**config.mk**
```make
export PLATFORM = sky130hd
export DESIGN_NAME = adc_bitslip_aligner
export DESIGN_NICKNAME = d
export VERILOG_FILES = /design/src/rtl/adc_bitslip_aligner.sv
export SDC_FILE = /design/constraint.sdc
export NUM_CORES = 1
export LEC_CHECK = 0
export BUFFER_PORTS_ARGS = -buffer_cell sky130_fd_sc_hd__clkbuf_2
export CORE_AREA = 3 3 110 112
export CTS_BUF_LIST = sky130_fd_sc_hd__clkbuf_8 sky130_fd_sc_hd__clkbuf_16
export CTS_CLUSTER_DIAMETER = 80
export DETAILED_ROUTE_END_ITERATION = 7
export DIE_AREA = 0 0 113 115
export PLACE_DENSITY_LB_ADDON = 0.15
export REMOVE_ABC_BUFFERS = 1
export SLEW_MARGIN = 0
export SYNTH_ARGS = -nofsm -noshare
export SYNTH_HDL_FRONTEND = slang
export SYNTH_SLANG_ARGS = --single-unit
```
**constraint.sdc**
```tcl
create_clock -name CLK -period 2.09 [get_ports CLK]
set_clock_uncertainty 0.05 [all_clocks]
set_input_delay 0.1045 -clock CLK [delete_from_list [all_inputs] [get_ports CLK]]
set_output_delay 0.1045 -clock CLK [all_outputs]
set_load 0.005 [all_outputs]
```
**src/rtl/adc_bitslip_aligner.sv**
```systemverilog
// Per-lane word aligner for the ADC deserializers. Each lane compares its words
// against a training pattern and pulses bitslip until lock, or gives up.
module adc_bitslip_aligner #(
  parameter int                    NUM_CH        = 4,
  parameter int                    DATA_WIDTH    = 8,
  parameter logic [DATA_WIDTH-1:0] TRAIN_PATTERN = DATA_WIDTH'(8'hF0),
  parameter int                    SLIP_WAIT     = 4,
  parameter int                    LOCK_COUNT    = 16,
  parameter int                    MAX_SLIPS     = 8,
  localparam int                   SCW           = $clog2(MAX_SLIPS + 1)
) (
  input  logic                         CLK,
  input  logic                         RST,
  input  logic [NUM_CH*DATA_WIDTH-1:0] data_i,
  input  logic                         valid_i,
  input  logic                         train_start,
  output logic [NUM_CH-1:0]            bitslip_o,
  output logic [NUM_CH-1:0]            locked_o,
  output logic [NUM_CH-1:0]            fail_o,
  output logic [NUM_CH*SCW-1:0]        slip_cnt_o,
  output logic                         all_locked_o,
  output logic [NUM_CH*DATA_WIDTH-1:0] data_o,
  output logic                         data_valid_o
);

  // state  | meaning
  // IDLE   | waiting for train_start
  // SETTLE | discarding SLIP_WAIT valid words after start or bitslip
  // CHECK  | counting consecutive pattern matches
  // SLIP   | one-cycle bitslip pulse to the deserializer
  // LOCKED | word boundary found, data no longer checked
  // FAIL   | MAX_SLIPS exhausted without lock
  typedef enum logic [2:0] {
    S_IDLE, S_SETTLE, S_CHECK, S_SLIP, S_LOCKED, S_FAIL
  } state_e;

  localparam int WW = $clog2(SLIP_WAIT + 1);
  localparam int MW = $clog2(LOCK_COUNT + 1);

  state_e                  state_q   [NUM_CH];
  state_e                  state_d   [NUM_CH];
  logic [WW-1:0]           wait_q    [NUM_CH];
  logic [WW-1:0]           wait_d    [NUM_CH];
  logic [MW-1:0]           match_q   [NUM_CH];
  logic [MW-1:0]           match_d   [NUM_CH];
  logic [SCW-1:0]          slip_q    [NUM_CH];
  logic [SCW-1:0]          slip_d    [NUM_CH];
  logic [NUM_CH-1:0]       bitslip_q, bitslip_d;
  logic [NUM_CH-1:0]       locked_q,  locked_d;
  logic [NUM_CH-1:0]       fail_q,    fail_d;
  logic [NUM_CH*DATA_WIDTH-1:0] data_q, data_d;
  logic                    data_valid_q, data_valid_d;

  always_comb begin
    for (int k = 0; k < NUM_CH; k++) begin
      state_d[k] = state_q[k];
      wait_d[k]  = wait_q[k];
      match_d[k] = match_q[k];
      slip_d[k]  = slip_q[k];

      if (train_start) begin
        state_d[k] = S_SETTLE;
        wait_d[k]  = WW'(SLIP_WAIT);
        match_d[k] = '0;
        slip_d[k]  = '0;
      end else begin
        case (state_q[k])
          // SLIP lasts one cycle whatever valid_i does, so the pulse width is fixed.
          S_SLIP: begin
            slip_d[k]  = slip_q[k] + SCW'(1);
            wait_d[k]  = WW'(SLIP_WAIT);
            state_d[k] = S_SETTLE;
          end
          S_SETTLE: begin
            if (valid_i) begin
              wait_d[k] = wait_q[k] - WW'(1);
              if (wait_q[k] == WW'(1)) state_d[k] = S_CHECK;
            end
          end
          S_CHECK: begin
            if (valid_i) begin
              if (data_i[k*DATA_WIDTH +: DATA_WIDTH] == TRAIN_PATTERN) begin
                match_d[k] = match_q[k] + MW'(1);
                if (match_q[k] == MW'(LOCK_COUNT - 1)) state_d[k] = S_LOCKED;
              end else begin
                match_d[k] = '0;
                if (slip_q[k] == SCW'(MAX_SLIPS)) state_d[k] = S_FAIL;
                else                              state_d[k] = S_SLIP;
              end
            end
          end
          default: ;
        endcase
      end

      bitslip_d[k] = (state_d[k] == S_SLIP);
      locked_d[k]  = (state_d[k] == S_LOCKED);
      fail_d[k]    = (state_d[k] == S_FAIL);
    end
    data_d       = data_i;
    data_valid_d = valid_i;
  end

  always_ff @(posedge CLK) begin
    if (RST) begin
      for (int k = 0; k < NUM_CH; k++) begin
        state_q[k] <= S_IDLE;
        wait_q[k]  <= '0;
        match_q[k] <= '0;
        slip_q[k]  <= '0;
      end
      bitslip_q    <= '0;
      locked_q     <= '0;
      fail_q       <= '0;
      data_q       <= '0;
      data_valid_q <= 1'b0;
    end else begin
      for (int k = 0; k < NUM_CH; k++) begin
        state_q[k] <= state_d[k];
        wait_q[k]  <= wait_d[k];
        match_q[k] <= match_d[k];
        slip_q[k]  <= slip_d[k];
      end
      bitslip_q    <= bitslip_d;
      locked_q     <= locked_d;
      fail_q       <= fail_d;
      data_q       <= data_d;
      data_valid_q <= data_valid_d;
    end
  end

  always_comb begin
    for (int k = 0; k < NUM_CH; k++) slip_cnt_o[k*SCW +: SCW] = slip_q[k];
  end

  assign bitslip_o    = bitslip_q;
  assign locked_o     = locked_q;
  assign fail_o       = fail_q;
  assign all_locked_o = &locked_q;
  assign data_o       = data_q;
  assign data_valid_o = data_valid_q;

endmodule

```
==> run summary <==
TIMING
---------------------------------------------------------------------------------
Final Hold Vio Count ...............................................            0
Final number of max-transition violations ..........................            0
Final cycle utilization of the critical path .......................        0.962
Least setup slack across all paths after layout ....................      79.9 ps
Remaining max-slew budget at the tightest pin ......................        0.571
Post-layout minimum cycle time .....................................      2010 ps
Highest clock rate .................................................      497 MHz
Worst slack on hold paths ..........................................       168 ps
Worst Max-Slew Pin Slew ............................................       643 ps
Setup Viol. Count Final ............................................            0
Setup repair after global routing missed its margin ................        false

FLOORPLANNING
---------------------------------------------------------------------------------
IO Count ...........................................................           98
Effective utilization at floorplan .................................        0.407
Height of the chip .................................................       115 µm
Area enclosed by the die boundary ..................................   0.0130 mm²
Core area ..........................................................   0.0113 mm²
X dimension of the die .............................................       113 µm
Standard-cell rows .................................................           39

CLOCK TREE
---------------------------------------------------------------------------------
Cell at the root of the clock tree ................................. sky130_fd_sc_hd__clkbuf_16
Clock tree from TritonCTS ..........................................         done
Clock slew seen by the registers of the worst setup and hold paths .        70 ps
Buffer depth of the longest clock path .............................            2
Number of H-tree levels ............................................            3
Post-CTS setup buffer count ........................................            0
Source-to-sink clock delay at the later pin of the worst-skew pair .       350 ps
Num CTS Buffers ....................................................            9
Sinks on the clock net .............................................          105

SYNTHESIS
---------------------------------------------------------------------------------
Average size of a mapped cell ......................................     8.84 µm²
Predominant post-synthesis flop cell ............................... sky130_fd_sc_hd__dfxtp_1
Cell type contributing the most total cell area after synthesis .... sky130_fd_sc_hd__dfxtp_1
Cell types with the largest area share after synthesis ............. sky130_fd_sc_hd__dfxtp_1 46%, sky130_fd_sc_hd__ha_1 6.5%, sky130_fd_sc_hd__nor2b_1 5.7%
Portion of synthesized cell area occupied by the leading cell type .        0.456
Post-synthesis register bit count ..................................          105
Synthesized instance count .........................................          521
Post-synth EDFFs ...................................................            0
Netlist Area Pre-Place .............................................  0.00461 mm²
Share of async-settable or async-resettable flops after synthesis ..            0
Sequential share of the synthesized area ...........................        0.456
Yosys Warn Count ...................................................            0
Count of distinct cell types in the synthesized netlist ............           59

OUTCOME
---------------------------------------------------------------------------------
Status .............................................................    completed

DRT
---------------------------------------------------------------------------------
Routed via count divided by cell count .............................         5.06
Iteration count of the initial detailed-routing pass ...............            5
DRT iter0 DRCs .....................................................          152
Routed wire length per instance ....................................      13.4 µm
Remaining antenna violation count ..................................            0
Final wirelength ...................................................     10700 µm
Residual DRC .......................................................            0
Vias after detailed routing ........................................         4035

CELLS AND AREA
---------------------------------------------------------------------------------
Area growth from synthesis to layout ...............................        28.1%
Net count reported at finish .......................................          710
Post-route non-filler standard cell count ..........................          798
Layout cell share with drive strength beyond 1 .....................        0.211
Final cell utilization of the core .................................        0.521
Number of antenna cells inserted ...................................            0

WORST SETUP PATH
---------------------------------------------------------------------------------
Critical Path AT ...................................................      2220 ps
Critical Path Source ...............................................   data_i[17]
Startpoint of the most critical register-to-register path .......... state_q[0][2]
Setup crit start kind ..............................................    input pin
Maximum net fanout on the critical path ............................            4
Critical Setup Path Class .......................................... input pin to flip-flop
Data required time of the critical path ............................      2300 ps
Crit end category ..................................................    flip-flop

GRT
---------------------------------------------------------------------------------
Maximum number of pins on one net before global-route repair .......           40
First-pass GRT wire length .........................................     17900 µm
Total global routing track utilization .............................        0.170
Number of global-route vias before repair ..........................         3897
Grt ovf ............................................................            0
Antenna violations before repair ...................................            0

PLACED DESIGN
---------------------------------------------------------------------------------
Placed insts .......................................................          750
Detail Placement HPWL ..............................................      7440 µm
Final RePlAce weighted congestion ..................................        0.798
Count of input and output buffers ..................................           97
Post-Place Setup Slack .............................................      88.7 ps

JOB
---------------------------------------------------------------------------------
Max-capacitance violation count ....................................            0

MIN PATH
---------------------------------------------------------------------------------
Worst min-delay path category ...................................... input pin to flip-flop
Startpoint of the lowest-slack hold path ...........................   data_i[25]

PWR
---------------------------------------------------------------------------------
Clock Power Share ..................................................        0.388
Max IR drop VDD ....................................................       436 µV
Cell Pwr Density ...................................................   670 mW/mm²
Sequential share of power ..........................................        0.526
Power spent charging and discharging nets ..........................       934 µW
Switching power as a share of total power ..........................        0.236
Leakage power figure ...............................................      2.43 nW
Internal portion of total power ....................................      3.02 mW
Relative contribution of combinational cells to total power ........        0.086

cell families after synthesis:
family          Yosys count  synth area share
xor+xnor                 11            0.0209
buf+inv                  52            0.0451
mux                       6            0.0144
flops                   105             0.456
simple gates            226             0.271
fa+ha+maj                24            0.0652
compound gates           97             0.127
metrics by stage:
| step | power [mW] | setup TNS [ps] | cell area [µm²] |
|---|---|---|---|
| final | 3.95 | 0 | 5900 |
| after global routing | 4.13 | 0 | 5900 |
| after CTS | 4.01 | 0 | 5870 |
| after detailed placement | 2.41 | 0 | 5280 |
| after global placement | 2.41 | 0 | 5280 |
| after floorplan | 2.26 | -452 | 4490 |
cells in the mapped netlist, types with 2 or more instances:
library cell and count:
sky130_fd_sc_hd__clkbuf_1 21, sky130_fd_sc_hd__nand3_1 19, sky130_fd_sc_hd__nor4bb_1 5, sky130_fd_sc_hd__buf_2 4, sky130_fd_sc_hd__o21a_1 3, sky130_fd_sc_hd__inv_1 24, sky130_fd_sc_hd__nor4_1 2, sky130_fd_sc_hd__or4_1 5
sky130_fd_sc_hd__and3_1 7, sky130_fd_sc_hd__nor3b_1 6, sky130_fd_sc_hd__a21o_1 2, sky130_fd_sc_hd__nand2_1 21, sky130_fd_sc_hd__xnor2_1 5, sky130_fd_sc_hd__xor2_1 6, sky130_fd_sc_hd__o31ai_1 3, sky130_fd_sc_hd__nand2b_1 9
sky130_fd_sc_hd__nor2_1 62, sky130_fd_sc_hd__nand4b_1 4, sky130_fd_sc_hd__a21oi_1 46, sky130_fd_sc_hd__o21ai_0 19, sky130_fd_sc_hd__or3_1 5, sky130_fd_sc_hd__mux2i_1 4, sky130_fd_sc_hd__and3b_1 3, sky130_fd_sc_hd__a211oi_1 5
sky130_fd_sc_hd__and2_1 3, sky130_fd_sc_hd__nor2b_1 42, sky130_fd_sc_hd__dfxtp_1 105, sky130_fd_sc_hd__nand3b_1 3, sky130_fd_sc_hd__nand4_1 6, sky130_fd_sc_hd__nor3_1 13, sky130_fd_sc_hd__ha_1 24, sky130_fd_sc_hd__or2_1 2
sky130_fd_sc_hd__a22oi_1 4, sky130_fd_sc_hd__o22ai_1 4
critical path: stages:
cell	delay [ps]
sky130_fd_sc_hd__dlygate4sd3_1	530
sky130_fd_sc_hd__clkbuf_2	110
sky130_fd_sc_hd__or4_1	580
sky130_fd_sc_hd__o21ai_0	250
sky130_fd_sc_hd__o32ai_1	130
sky130_fd_sc_hd__a21oi_1	280
sky130_fd_sc_hd__nor4bb_1	240
placed cells by master, fill, tap and decap left out, types with 4 or more instances in the layout:
cell / instances
sky130_fd_sc_hd__or4_1: 4
sky130_fd_sc_hd__nand2b_1: 9
sky130_fd_sc_hd__o22ai_1: 4
sky130_fd_sc_hd__nor4bb_1: 5
sky130_fd_sc_hd__mux2i_1: 4
sky130_fd_sc_hd__inv_1: 26
sky130_fd_sc_hd__nor3b_1: 6
sky130_fd_sc_hd__nand4b_1: 4
sky130_fd_sc_hd__nand2_1: 21
sky130_fd_sc_hd__xnor2_1: 5
sky130_fd_sc_hd__o21ai_0: 19
sky130_fd_sc_hd__nand3_1: 19
sky130_fd_sc_hd__a21oi_1: 46
sky130_fd_sc_hd__nor2b_1: 42
sky130_fd_sc_hd__dfxtp_1: 105
sky130_fd_sc_hd__nor2_1: 61
sky130_fd_sc_hd__buf_4: 16
sky130_fd_sc_hd__xor2_1: 6
sky130_fd_sc_hd__a22oi_1: 4
sky130_fd_sc_hd__nand4_1: 6
sky130_fd_sc_hd__and3_1: 7
sky130_fd_sc_hd__clkbuf_2: 96
sky130_fd_sc_hd__nor3_1: 13
sky130_fd_sc_hd__dlygate4sd3_1: 33
sky130_fd_sc_hd__ha_1: 24
sky130_fd_sc_hd__a211oi_1: 5
sky130_fd_sc_hd__clkbuf_16: 9
sky130_fd_sc_hd__or3_1: 5
layout make-up:
type / count / area, µm²
clock buffer: 9 / 225
tap: 143 / 179
timing repair buffer: 145 / 931
sequential: 105 / 2100
fill: 1075 / 5420
clock inverter: 7 / 38.8
inverter: 25 / 93.8
multi-input combinational: 364 / 2330
power groups by stage:
stage          Sequential, mW  Clock, mW  Combinational, mW
3_3_place_gp             2.12          0              0.285
3_5_place_dp             2.12          0              0.289
2_1_floorplan            2.12          0              0.136
4_1_cts                  2.08       1.59              0.338
5_1_grt                  2.08       1.66              0.381
6_report                 2.08       1.53              0.340
final timing paths:
kind	endpoint	slack (ps)	cells after the start
min reg2reg	match_q[1][4]	400	2
max	fail_o[2]	80	7
max reg2reg	locked_o[0]	210	5
min	match_q[3][1]	170	5
sequential cells by signal (all words and copies together), names as in the netlist:
register	count
data_valid_o	1
slip_q	16
data_o	32
locked_o	4
fail_o	4
bitslip_o	4
match_q	20
state_q	12
wait_q	12
what timing repair did:
item / CTS / global route
resized for setup: 0 / 7
hold buffers: 33 / 0
endpoints found under the setup margin: 0 / 9
hold endpoints to repair: 35 / 0
routing by layer:
metal  wire, µm  vias up  global-route usage
li1           -     2051                   -
met1       4860     1895               0.208
met2       5150       75               0.289
met3        470       14              0.0337
met4        232        0              0.0785
met5          0        -                   0
(Power assumes the default switching activity.)
